## src/rtl/mc_cpu_core.sv

```systemverilog
// Parametrised multi-cycle CPU core (FETCH/DECODE/EXEC/MEM/WB) behind a req/ack memory port.
// Optional build macro MC_CPU_R0_ZERO_EN: R0 is hard-wired to zero when defined.
module mc_cpu_core #(
  parameter int          DATA_W   = 16,
  parameter int          NREGS    = 4,
  parameter int unsigned RESET_PC = 0
) (
  input  logic                      clk,
  input  logic                      reset_n,
  output logic                      mem_req,
  output logic                      mem_we,
  output logic [DATA_W-1:0]         mem_addr,
  output logic [DATA_W-1:0]         mem_wdata,
  input  logic [DATA_W-1:0]         mem_rdata,
  input  logic                      mem_ack,
  output logic [DATA_W-1:0]         pc,
  output logic [DATA_W-1:0]         instruction,
  output logic [NREGS*DATA_W-1:0]   rf_flat,
  output logic                      retired
);

  localparam int RA = $clog2(NREGS);
  localparam int IW = DATA_W - 3 - 2*RA;

`ifdef MC_CPU_R0_ZERO_EN
  localparam bit R0_ZERO = 1'b1;
`else
  localparam bit R0_ZERO = 1'b0;
`endif

  localparam logic [2:0] S_FETCH  = 3'd0;
  localparam logic [2:0] S_DECODE = 3'd1;
  localparam logic [2:0] S_EXEC   = 3'd2;
  localparam logic [2:0] S_MEM    = 3'd3;
  localparam logic [2:0] S_WB     = 3'd4;

  localparam logic [2:0] OP_ADD  = 3'b000;
  localparam logic [2:0] OP_SUB  = 3'b001;
  localparam logic [2:0] OP_AND  = 3'b010;
  localparam logic [2:0] OP_OR   = 3'b011;
  localparam logic [2:0] OP_LW   = 3'b100;
  localparam logic [2:0] OP_SW   = 3'b101;
  localparam logic [2:0] OP_ADDI = 3'b110;
  localparam logic [2:0] OP_BEQ  = 3'b111;

  logic [2:0]        state;
  logic [DATA_W-1:0] ir;
  logic [DATA_W-1:0] opa;
  logic [DATA_W-1:0] opb;
  logic [DATA_W-1:0] res;
  logic [DATA_W-1:0] rf [NREGS];

  logic [2:0]        op;
  logic [RA-1:0]     rd;
  logic [RA-1:0]     rs1;
  logic [RA-1:0]     rs2;
  logic [DATA_W-1:0] imm;

  assign op  = ir[DATA_W-1 -: 3];
  assign rd  = ir[DATA_W-4 -: RA];
  assign rs1 = ir[DATA_W-4-RA -: RA];
  assign rs2 = ir[IW-1 -: RA];
  assign imm = {{(DATA_W-IW){ir[IW-1]}}, ir[IW-1:0]};

  // res doubles as the latched memory address in MEM and as the load buffer afterwards
  assign mem_req   = reset_n && ((state == S_FETCH) || (state == S_MEM));
  assign mem_we    = reset_n && (state == S_MEM) && (op == OP_SW);
  assign mem_addr  = (state == S_MEM) ? res : pc;
  assign mem_wdata = opb;
  assign retired   = reset_n && ((state == S_WB) ||
                                 ((state == S_EXEC) && (op == OP_BEQ)) ||
                                 ((state == S_MEM) && (op == OP_SW) && mem_ack));

  assign instruction = ir;

  for (genvar i = 0; i < NREGS; i++) begin : g_flat
    assign rf_flat[i*DATA_W +: DATA_W] = rf[i];
  end

  always_ff @(posedge clk or negedge reset_n) begin
    if (!reset_n) begin
      state <= S_FETCH;
      pc    <= DATA_W'(RESET_PC);
      ir    <= '0;
      opa   <= '0;
      opb   <= '0;
      res   <= '0;
      for (int i = 0; i < NREGS; i++) rf[i] <= '0;
    end else begin
      case (state)
        S_FETCH: begin
          if (mem_ack) begin
            ir    <= mem_rdata;
            pc    <= pc + DATA_W'(1);
            state <= S_DECODE;
          end
        end
        S_DECODE: begin
          opa   <= rf[rs1];
          opb   <= ((op == OP_SW) || (op == OP_BEQ)) ? rf[rd] : rf[rs2];
          state <= S_EXEC;
        end
        S_EXEC: begin
          case (op)
            OP_ADD:  begin res <= opa + opb;  state <= S_WB;  end
            OP_SUB:  begin res <= opa - opb;  state <= S_WB;  end
            OP_AND:  begin res <= opa & opb;  state <= S_WB;  end
            OP_OR:   begin res <= opa | opb;  state <= S_WB;  end
            OP_ADDI: begin res <= opa + imm;  state <= S_WB;  end
            OP_LW,
            OP_SW:   begin res <= opa + imm;  state <= S_MEM; end
            default: begin
              // pc was already advanced past the branch in FETCH
              if (opa == opb) pc <= pc + imm;
              state <= S_FETCH;
            end
          endcase
        end
        S_MEM: begin
          if (mem_ack) begin
            if (op == OP_SW) begin
              state <= S_FETCH;
            end else begin
              res   <= mem_rdata;
              state <= S_WB;
            end
          end
        end
        S_WB: begin
          if (!(R0_ZERO && (rd == '0))) rf[rd] <= res;
          state <= S_FETCH;
        end
        default: state <= S_FETCH;
      endcase
    end
  end

endmodule

```

## config.mk

```make
export PLATFORM = sky130hd
export DESIGN_NAME = mc_cpu_core
export DESIGN_NICKNAME = d
export VERILOG_FILES = /design/src/rtl/mc_cpu_core.sv
export SDC_FILE = /design/constraint.sdc
export NUM_CORES = 1
export LEC_CHECK = 0
export ABC_AREA = 1
export ABC_CLOCK_PERIOD_IN_PS = 2800
export CAP_MARGIN = 20
export CORE_MARGIN = 4
export CORE_UTILIZATION = 56
export DETAILED_ROUTE_END_ITERATION = 8
export PLACE_DENSITY_LB_ADDON = 0.1
export SLEW_MARGIN = 5
export SYNTH_ARGS = -nofsm -noshare
export SYNTH_HDL_FRONTEND = slang
export SYNTH_SLANG_ARGS = --single-unit
```

## constraint.sdc

```tcl
create_clock -name clk -period 2.8 [get_ports clk]
set_input_delay 0.42 -clock clk [delete_from_list [all_inputs] [get_ports clk]]
set_output_delay 0.42 -clock clk [all_outputs]
set_load 0.05 [all_outputs]
```

==> results.yml <==
outcome:
  status: "finished, final reports clean"
drt:
  firstDrtPassIters: 6
  vias_per_cell: 5.93
  via_count: 11700
  wirelength_um: 39900
  drc: 0
  first_iter_violations: 1472
  drtAntennaViolNets: 0
  wl_per_cell_um: 20.2
clocking:
  clkSinkCount: 147
  clock_path_buffers: 2
  cts_root_buffer: "clkbuf_16"
  cts_tree: "built"
  cts_setup_buffers: 0
  cts_resized: 0
  hold_buffers: 0
  path_clk_slew_ns: 0.07
  clk_latency_ns: 0.44
  cts-htree-levels: 4
  cts_buffers: 17
logic_synthesis:
  synth_area_per_cell_um2: 6.88
  synth.most_common_cell: "nand2_1"
  synth.distinct_cells: 42
  synth_flop_cell: "dfrtp_1"
  ys_seq_area_frac: 0.342
  syn_area_um2: 10700
  synth_edf_count: 0
  yosys_warnings: 0
  yosys.area.top_type_share: 0.342
  netlist_top_cells_area: "dfrtp_1 (34%), nand2_1 (14%), o21ai_0 (10%)"
  syn_nets: 1663
  synthCells: 1562
  postSynth.asyncResetShare: 1.00
  yosys-top-cells-count: "nand2_1 (401), o21ai_0 (215), inv_1 (209)"
  synth_seq_cells: 147
  yosysTopAreaCell: "dfrtp_1"
global_route:
  grt_first_pass_wirelength_um: 62700
  track_usage: 0.369
  gr-total-overflow: 0
  grt_pass1_vias: 11100
  grt_max_degree: 148
  antenna_found_initial: 1
timing:
  setup_viol: 0
  setup_slack_ns: 0.172
  fmax_mhz: 381
  fin_skew_ns: 0.0119
  drv_slew: 0
  slew_headroom: 0.449
  fin_crit_sh: 0.938
  finalCriticalPeriod_ns: 2.63
  hold_viol_final: 0
  tightestPinTransition_ns: 0.826
  hold_slack_ns: 0.134
final_layout:
  layout.nets: 1828
  utilization: 0.721
  num_antenna_cells: 0
  drive_gt1_frac: 0.0770
  fillers: 1533
  area.growth.synth_to_final_pct: 26.0
setup_path:
  worstSetupPathType: "register to output port"
  path_max_fanout: 36
  reg2reg_slack_ns: 0.18
  critPathRequiredTime_ns: 2.38
  rr_worst_depth: 17
  cp-end-kind: "output port"
  crit_arrival_ns: 2.21
  startpoint_type: "register"
place:
  io_buffers: 149
  dp_hpwl_um: 30000
  dp_slack_ns: 0.0297
  gp_congestion: 1.05
die:
  fp.coreArea_um2: 18800
  die-area_um2: 21500
  start_util: 0.572
  die_h_um: 146
  ios: 150
  placementRows: 50
  die_w_um: 146
worst_hold_path:
  worstHoldPathType: "input pin to async pin"
job:
  max_cap_violations: 0
-- layout make-up --
type                            instances  area [µm²]  share of cell area
Clock inverter                         15         180              0.0133
Multi-Input combinational cell       1135        5980               0.442
Clock buffer                           17         425              0.0314
Tap cell                              234         293              0.0216
Timing Repair Buffer                  210        2160               0.160
Sequential cell                       147        3680               0.272
Inverter                              216         811              0.0599
-- cells in the final DEF (no fill, tap or decap), drive strengths merged, types with 79 or more instances in the layout --
cell type and n:
nand2 404, o21ai 227, inv 225, dfrtp 147
clkdlybuf4s50 128, nor2 120, a21oi 97, nand3 84
buf 82, ha 79
-- layer usage --
metal / wire [µm] / global-route usage
met1: 16300 / 0.513
met2: 17500 / 0.561
met3: 4460 / 0.0891
met4: 1640 / 0.140
met5: 17 / 0
-- final timing paths --
kind / end / start
max: retired / state[2]
min: rf_flat[56] / reset_n
max reg2reg: pc[10] / state[1]
min reg2reg: res[8] / res[8]
max in group asynchronous: instruction[13] / reset_n
min in group clk: res[8] / res[8]
-- per-stage QoR --
step	cells	setup TNS, ns	area, µm²
CTS	1974	0	13500
detailed placement	1942	0	12900
global route	1974	-0.00156	13500
finish	1974	0	13500
global placement	1942	0	12900
floorplan	1562	0	10700
-- cells by family after synthesis --
| group | share of synthesized area |
|---|---|
| AO/OA/AOI/OAI | 0.205 |
| XOR/XNOR | 0.0106 |
| adder cells (fa/ha/maj) | 0.0976 |
| buffers and inverters | 0.102 |
| flip-flops | 0.342 |
| AND/OR/NAND/NOR | 0.242 |
-- flip-flops by register name, summed over array words and instances, names as in the netlist --
name / count
opa: 16
rf_flat: 64
state: 3
instruction: 16
res: 16
mem_wdata: 16
pc: 16
-- critical path, stage by stage, from the launching register on --
cell and delay [ns]:
dfrtp_1 0.42, nor2_1 0.22, nand2_2 0.40, nor2_2 0.26
a211oi_1 0.11, nor2_1 0.19, buf_12 0.17
Power is left out: the tool's default activity adds up to more than one toggle a clock period on the data nets, which glitch-free logic cannot reach.
==> variant, RTL diff (config.mk and constraints unchanged) <==
Change the parameter `DATA_W` from 16 to 32.
--- a/src/rtl/mc_cpu_core.sv
+++ b/src/rtl/mc_cpu_core.sv
@@ -3,3 +3,3 @@
 module mc_cpu_core #(
-  parameter int          DATA_W   = 16,
+  parameter int          DATA_W   = 32,
   parameter int          NREGS    = 4,
Interface: changed (6 resized); port bits go from 150 to 294. The function was not compared with the original's and may differ.
==> variant against the unedited design <==
  * Count of clock-buffer cells in the layout rose by 30
  * Setup slack got worse by 0.26 ns
  * Synthesized area rose by 110%
  * Synthesized cell count rose by 120%
  * Wire length rose to 2.7 times the old value
  * Sequential cell count rose by 144
  * Highest routed layer unchanged
  * Final area rose by 120%
  * The flow now finishes with violations (setup timing)
Power is not shown: default switching activity piles up to over one toggle a cycle in this logic, so the estimate is an artifact.
==> variant: results (changes against the unedited design) <==
* # setup viols final at 22 (was 0)
* FILL cells at 3,109 (was 1,533)
* Post-CTS Repair Setup Buffers at 6 (was 0)
* Rel. slew slack at 0.2842 (was 0.4493)
* Layout cells sized above 1 at 0.1511 (was 0.07701)
* GP Congestion at 1.142 (was 1.054)
* Hold_buf cts at 1 (was 0)
* Post-CTS Resized at 51 (was 0)
* Synth top cells by count: nand2_1 (952), inv_1 (512), o21ai_0 (444) (was nand2_1 (401), o21ai_0 (215), inv_1 (209))
* First DRT Iteration DRCs at 4,630 (was 1,472)
* WL met1 at 38,580 um (was 16,290 um)
* Synth cell types at 43 (was 42)
* First-pass GRT wire length at 156,500 um (was 62,690 um)
* CP Launch Point: instruction[30] (was state[2])
* Routed vias/inst at 6.256 (was 5.932)
* Initial antenna violation count at 4 (was 1)
* WL/cell at 24.35 um (was 20.21 um)
* Pin count of the biggest net entering global routing at 185 (was 148)
* Crit-path max FO at 6 (was 36)
* Met2 WL post-DR at 42,890 um (was 17,490 um)
* Outcome: finished with violations (was complete, no violations)
* Post-synthesis adder-cell area fraction at 0.09084 (was 0.09762)
* Pre-Repair DR Iteration Count at 8 (was 6)
* Dpl ws at -0.2312 ns (was 0.02972 ns)
* Final worst slack at -0.08353 ns (was 0.1723 ns)
* Via count at 27,580 (was 11,710)
* Violated checks: setup timing
* Routed wl met3 at 18,600 um (was 4464 um)
variant: through the flow:
stage                     area (um2)  TNS (ns)
final                          30120   -0.8119
after CTS                      29080   -0.1690
after detailed placement       27690    -1.091
after global placement         27690   -0.4865
after global routing           30110    -5.092
after floorplan                22740  -0.01825
variant: worst max-delay path, stage by stage (launching register included):
cell,delay [ns]
dfrtp_4,0.49
nand2_4,0.08
nand2_4,0.06
buf_12,0.14
buf_6,0.11
o21ai_2,0.12
ha_2,0.20
inv_2,0.04
fa_2,0.38
inv_2,0.10
nand2_2,0.05
nand3b_1,0.17
buf_4,0.15
o21ai_0,0.09
a21oi_2,0.28
o21ai_1,0.13
a22oi_1,0.18
variant: final timing paths:
kind / endpoint / slack, ns / depth (start not counted)
worst min register to register: rf_flat[96] / 0.52 / 2
min in group clk: instruction[21] / 0.47 / 3
worst min-delay path: pc[30] / 0.29 / 2
worst max register to register: res[6] / -0.08 / 16
max in group asynchronous: pc[18] / 0.92 / 4
worst max-delay path: res[6] / -0.08 / 16
variant: logic make-up after synthesis:
| family | count (synthesis) |
|---|---|
| flops | 291 |
| fa+ha+maj | 163 |
| simple gates | 1438 |
| compound gates | 857 |
| xor+xnor | 31 |
| buf+inv | 669 |
variant: final cells by class:
cell class                      instances  share of cell area
Antenna cell                            5           0.0004155
Clock buffer                           47             0.03357
Clock inverter                         12            0.005401
Inverter                              523             0.06543
Multi-Input combinational cell       2489              0.4593
Sequential cell                       291              0.2424
Tap cell                              525             0.02181
Timing Repair Buffer                  517              0.1717
variant: per-layer routing:
metal  vias to the layer above  global-route usage
met4                         2              0.2358
met2                      2293              0.6449
li1                      12020                   -
met1                     12790              0.6192
met3                       478              0.2019
met5                         -                   0
